File: src/rtl/cpu_controller_pkg.sv
// Shared types for the accumulator CPU control path: FSM states and opcode encodings.
package cpu_controller_pkg;

    typedef enum logic [2:0] {
        RST,
        FETCH,
        DECODE,
        EX_LDA,
        EX_STA,
        EX_ADD,
        EX_JMP
    } state_t;

    localparam logic [1:0] OP_LDA = 2'b00;
    localparam logic [1:0] OP_STA = 2'b01;
    localparam logic [1:0] OP_ADD = 2'b10;
    localparam logic [1:0] OP_JMP = 2'b11;

endpackage

File: src/rtl/cpu_controller.sv
// Instruction sequencer for the accumulator CPU: fetch/decode/execute with memory wait states.
// Load strobes are Mealy on mem_ready; a wait cycle simply holds the current state.
module cpu_controller
    import cpu_controller_pkg::*;
(
    input  logic       clk,
    input  logic       reset,
    input  logic [1:0] op_code,
    input  logic       mem_ready,
    output logic       pc_on_adr,
    output logic       ir_on_adr,
    output logic       data_on_dbus,
    output logic       alu_on_dbus,
    output logic       dbus_on_data,
    output logic       ld_ir,
    output logic       ld_ac,
    output logic       ld_pc,
    output logic       inc_pc,
    output logic       clr_pc,
    output logic       pass,
    output logic       add,
    output logic       rd_mem,
    output logic       wr_mem
);

    state_t state;
    state_t state_nxt;

    always_ff @(posedge clk) begin
        if (reset) begin
            state <= RST;
        end else begin
            state <= state_nxt;
        end
    end

    always_comb begin
        state_nxt    = state;
        pc_on_adr    = 1'b0;
        ir_on_adr    = 1'b0;
        data_on_dbus = 1'b0;
        alu_on_dbus  = 1'b0;
        dbus_on_data = 1'b0;
        ld_ir        = 1'b0;
        ld_ac        = 1'b0;
        ld_pc        = 1'b0;
        inc_pc       = 1'b0;
        clr_pc       = 1'b0;
        pass         = 1'b0;
        add          = 1'b0;
        rd_mem       = 1'b0;
        wr_mem       = 1'b0;

        case (state)
            RST: begin
                clr_pc    = 1'b1;
                state_nxt = FETCH;
            end
            FETCH: begin
                pc_on_adr    = 1'b1;
                rd_mem       = 1'b1;
                data_on_dbus = 1'b1;
                ld_ir        = mem_ready;
                inc_pc       = mem_ready;
                if (mem_ready) begin
                    state_nxt = DECODE;
                end
            end
            DECODE: begin
                case (op_code)
                    OP_LDA:  state_nxt = EX_LDA;
                    OP_STA:  state_nxt = EX_STA;
                    OP_ADD:  state_nxt = EX_ADD;
                    default: state_nxt = EX_JMP;
                endcase
            end
            EX_LDA: begin
                ir_on_adr    = 1'b1;
                rd_mem       = 1'b1;
                data_on_dbus = 1'b1;
                ld_ac        = mem_ready;
                if (mem_ready) begin
                    state_nxt = FETCH;
                end
            end
            EX_STA: begin
                ir_on_adr    = 1'b1;
                pass         = 1'b1;
                alu_on_dbus  = 1'b1;
                dbus_on_data = 1'b1;
                wr_mem       = 1'b1;
                if (mem_ready) begin
                    state_nxt = FETCH;
                end
            end
            EX_ADD: begin
                add         = 1'b1;
                alu_on_dbus = 1'b1;
                ld_ac       = 1'b1;
                state_nxt   = FETCH;
            end
            EX_JMP: begin
                ld_pc     = 1'b1;
                state_nxt = FETCH;
            end
            // Unused encoding recovers through the reset state.
            default: begin
                state_nxt = RST;
            end
        endcase
    end

endmodule

File: config.mk
export PLATFORM = sky130hd
export DESIGN_NAME = cpu_controller
export DESIGN_NICKNAME = d
export VERILOG_FILES = /design/src/rtl/cpu_controller_pkg.sv /design/src/rtl/cpu_controller.sv
export SDC_FILE = /design/constraint.sdc
export NUM_CORES = 1
export LEC_CHECK = 0
export CORE_AREA = 2 2 39 41
export DETAILED_ROUTE_END_ITERATION = 12
export DIE_AREA = 0 0 41 43
export PLACE_DENSITY_LB_ADDON = 0.25
export SLEW_MARGIN = 20
export SYNTH_ARGS = -nofsm -noshare
export SYNTH_HDL_FRONTEND = slang
export SYNTH_SLANG_ARGS = --single-unit
File: constraint.sdc
create_clock -name clk -period 1.39 [get_ports clk]
set_input_delay 0.278 -clock clk [delete_from_list [all_inputs] [get_ports clk]]
set_output_delay 0.278 -clock clk [all_outputs]
set_load 0.02 [all_outputs]
# --- Word-level counts from Yosys, hierarchy flattened ---
# Index checks and enable logic that the tools add are counted.
totals:
  inputBits: 5
  regBits: 3
  wordCells: 32
op_classes:
  n_eq_ne: 10
  mux: 14
  n_reduce_logical: 7
ops:
  columns: ["op", "count"]
  rows:
  - ["$pmux W3 S4", 1]
  - ["$eq A3 B3 Y1 const B", 3]
  - ["$mux W1", 9]
  - ["$pmux W3 S3", 1]
  - ["$eq A3 B2 Y1 const B", 2]
  - ["$mux W3", 2]
  - ["$reduce_or A2 Y1", 3]
  - ["$eq A3 B1 Y1 const B", 1]
  - ["$logic_not A3 Y1", 1]
  - ["$reduce_or A3 Y1", 1]
  - ["$eq A2 B1 Y1 const B", 1]
  - ["$eq A2 B2 Y1 const B", 1]
  - ["$logic_not A2 Y1", 1]
  - ["$ne A2 B1 Y1 const B", 1]
  - ["$ne A2 B2 Y1 const B", 1]
  - ["$pmux W1 S2", 1]
  - ["$reduce_and A2 Y1", 1]

# --- Longest topological paths before layout ---
depth:
  ltp_word: 4
  mapped_depth: 5

# --- Least setup slack after synthesis ---
# No wires, ideal clock.
synth_timing:
  kind: "register to output"
  from: "reg state[1]"
  to: "out ld_ir"
  setup_slack_ps: -175
  stages_incl_launch_ff: 4
  required_time_ps: 1112
  t_arrival_ps: 1287
  cell_sequence: "dfxtp_1 buf_2 nor3_1 buf_4"
synth_between:
  elab_chain_len: 2
synth_lines:
  columns: ["item", "line_no", "source"]
  rows:
  - ["from (decl)", "cpu_controller.sv:26", "state_t state;"]
  - ["from (signal assigned)", "cpu_controller.sv:33", "state <= state_nxt;"]
  - ["$eq A3 B1 Y1", null, null]
  - ["$mux W1", null, null]
  - ["to (decl)", "cpu_controller.sv:15", "output logic ld_ir,"]
# No other way between the ends.

# --- Worst setup path in the final report ---
layout_timing:
  from: "reg state[2]"
  to: "out ld_ac"
layout_between:
  elab_chain_len: 2
  elab_cells_between_ends: 3
  cone_classes: "eq/ne (2); mux (1)"
layout_lines:
  columns: ["item", "line_no", "source"]
  rows:
  - ["$eq A3 B3 Y1 or $eq A3 B2 Y1 (tied branches)", "cpu_controller.sv:54", "case (state)"]
  - ["$pmux W1 S2 *", "cpu_controller.sv:54", null]
  - ["to (decl)", "cpu_controller.sv:16", "output logic ld_ac,"]
# Mark *: on every way between the ends. The rest lies on a longest branch, timed or not.

==> qor.yml <==
run_status: "finished, violations left"
violations: "negative setup slack"
cts-hold-fix-buffers: 0
tns_ns: -0.0184
cpMostUsedCell: "buf_4"
hpwl_microns: 676
cp-start-kind: "flop"
nFillCells: 162
synth_cell_types: 25
wl_per_cell_microns: 10.3
required_ns: 1.11
setup.worst_path.class: "reg2out"
fin_crit_ns: 1.41
synth_area_leaders: "dfxtp_1, ha_1, buf_4"
async_flop_share_pct: 0
die_area_sq_um: 1760
insertion_delay_ns: 0.23
reg2reg_setup_slack_ns: 0.16
regMostFlops: "state"
dieWidth_microns: 41
netlist_instances: 42
cp_slowest_cell: "dfxtp_2"
synth-main-ff-cell: "dfxtp_1"
whs_endpoint: "state[1]$_SDFFE_PP0P_"
period_share_pct: 101
vias: 373
cts_tree: "yes"
worstHoldStart: "state[2]$_SDFFE_PP0P_"
std_cell_rows: 14
grt_pass1_wl_microns: 1260
critPathTopFamily: "flip-flops"
maxSlewViolCount: 0
grt_use_total_pct: 10.4
final_antenna_net_count: 0
crit_path_max_fanout: 3
firstDrtPassIters: 3
worst_pin_slew_ns: 0.162
setup_viol: 1
ys_ff_latch: 3
placed_area_sq_um: 596
root_buffer: "clkbuf_4"
reg2reg_depth: 4
yosysWarnings: 0
p_leak_nw: 0.325
cts-buffers-inserted: 3
r2r_start: "state[0]$_SDFFE_PP0P_"
vias_per_cell: 4.39
clock-sinks: 3
place.gp.congestion: 0.738
largestRegisters: "state: 3 flops"
die_h_microns: 43
grt_max_degree: 12
routed_wl_microns: 874
netlist_top_cells_count: "buf_4, ha_1"
slowest_delay_ns: 0.33
n_antenna_cell: 0
grt_pass1_vias: 316
syn-num-nets: 51
fin_ws_ns: -0.0184
fin_skew_ns: 0.00214
grt-ovfl-total: 0
final_layout_size_suffix_gt1_share_pct: 59.4
port_buffers: 18
h-tree-depth: 1
cts_buffer_depth: 2
antenna_found_initial: 0
rsz0062_at_grt: "yes"
ios: 19
cp.arrival_ns: 1.13
timing.fmax_mhz: 710
r2r-end: "state[0]$_SDFFE_PP0P_"
synth_top_area_share_pct: 17.6
ys_seq_area_share_pct: 17.6
synth-edff-count: 0
area_delta_synth_final_pct: 77.6
maxCapViolCount: 0
path_cells: "buf_4, nand3b_1, a21boi_1, buf_4"
core_sq_um: 1380
p_per_area_nw_per_um2: 718
start_util_pct: 24.6
netlist_area_sq_um: 340
yosys.area.top_type: "dfxtp_1"
drcViolationCount: 0
holdPathStages: 2
clkTransAtPathRegs_ns: 0.04
synth.avg_cell_area_sq_um: 8.10
critPathCaptureType: "primary output"
largest_reg_flops: 3
fin_nets: 79
hold_viol: 0
vdd_drop_max_mv: 0.408
cp.buffers_inverters: 2
drtIter0Drc: 7
relSlewSlack_pct: 89.1
hold_path.class: "reg2reg"
final_area_sq_um: 604
worst min-delay path: stages (launching register included):
cell     delay, ns
dfxtp_2       0.36
buf_6         0.15
nor3_2        0.05
routing by layer:
layer,up-vias,part of all wire (%),global-route usage (%)
met2,14,49,18.1
met5,-,0,0
li1,193,-,-
met4,0,0,6.00
met1,166,42,10.9
met3,0,9.4,1.57
metrics by stage:
| stage | power, mW | hold WS [ns] | std cells | utilization [%] | setup WS, ns |
|---|---|---|---|---|---|
| 3_3_place_gp | 0.296 | 0.618 | 80 | 43.0 | -0.525 |
| 4_1_cts | 0.440 | 0.603 | 84 | 42.0 | -0.0372 |
| 5_1_grt | 0.464 | 0.629 | 85 | 43.7 | -0.0761 |
| 6_report | 0.434 | 0.605 | 85 | 43.7 | -0.0184 |
| 2_1_floorplan | 0.202 | 0.348 | 42 | - | 0.00269 |
| 3_5_place_dp | 0.297 | 0.624 | 80 | 43.0 | -0.541 |
cell type report:
| type | count | area (sq um) | area share, % |
|---|---|---|---|
| multi-input combinational | 29 | 249 | 41.2 |
| timing repair buffer | 30 | 234 | 38.7 |
| sequential | 3 | 63.8 | 10.6 |
| clock buffer | 4 | 26.3 | 4.35 |
| tap | 16 | 20.0 | 3.31 |
| inverter | 3 | 11.3 | 1.86 |
power by group:
part	internal, mW	switching [mW]
Combinational	0.0936	0.0893
Clock	0.107	0.0421
Sequential	0.0942	0.00753
Total	0.295	0.139
how the worst max path moves through the flow:
stage / start / endpoint / slack [ns] / cells after the start
2_1_floorplan: state[0]$_SDFFE_PP0P_ / ir_on_adr / 0.003 / 3
3_3_place_gp: mem_ready / ld_ir / -0.52 / 4
3_5_place_dp: mem_ready / inc_pc / -0.54 / 4
4_1_cts: state[2]$_SDFFE_PP0P_ / ld_ac / -0.04 / 4
5_1_grt: state[2]$_SDFFE_PP0P_ / ld_ac / -0.08 / 4
6_report: state[2]$_SDFFE_PP0P_ / ld_ac / -0.02 / 4
logic make-up after synthesis:
kind of cell,count (synthesis),share of synthesized area (%)
mux,2,7.72
compound gates,8,16.9
buf+inv,10,16.5
flops,3,17.6
fa+ha+maj,4,14.7
simple gates,15,26.5
what timing repair did:
item                       CTS  global route
buffers inserted             0             1
gates resized for setup     74             5
pin swaps                    4             0
setup endpoints to repair   15             8
cells in the final DEF (no fill, tap or decap):
cell type,count
clkdlybuf4s50_1,1
inv_1,2
o21ai_0,1
mux2_4,1
a21boi_1,1
nand3b_1,1
buf_2,7
nand2b_4,1
inv_2,1
buf_6,2
and2_4,1
a31oi_1,1
buf_12,1
nor2_2,1
nor2_1,2
dfxtp_2,3
nor2b_2,1
mux2_1,1
clkbuf_1,1
dlygate4sd2_1,3
clkbuf_4,3
o21a_1,1
and3b_1,1
nand2_1,1
ha_1,4
buf_4,16
a21o_1,1
nor3b_1,1
a21oi_1,1
o311a_1,1
a2bb2oi_1,1
nor3_2,2
nor3_1,2
nor3b_2,1
Note: power is estimated with default switching activity, not from simulation.
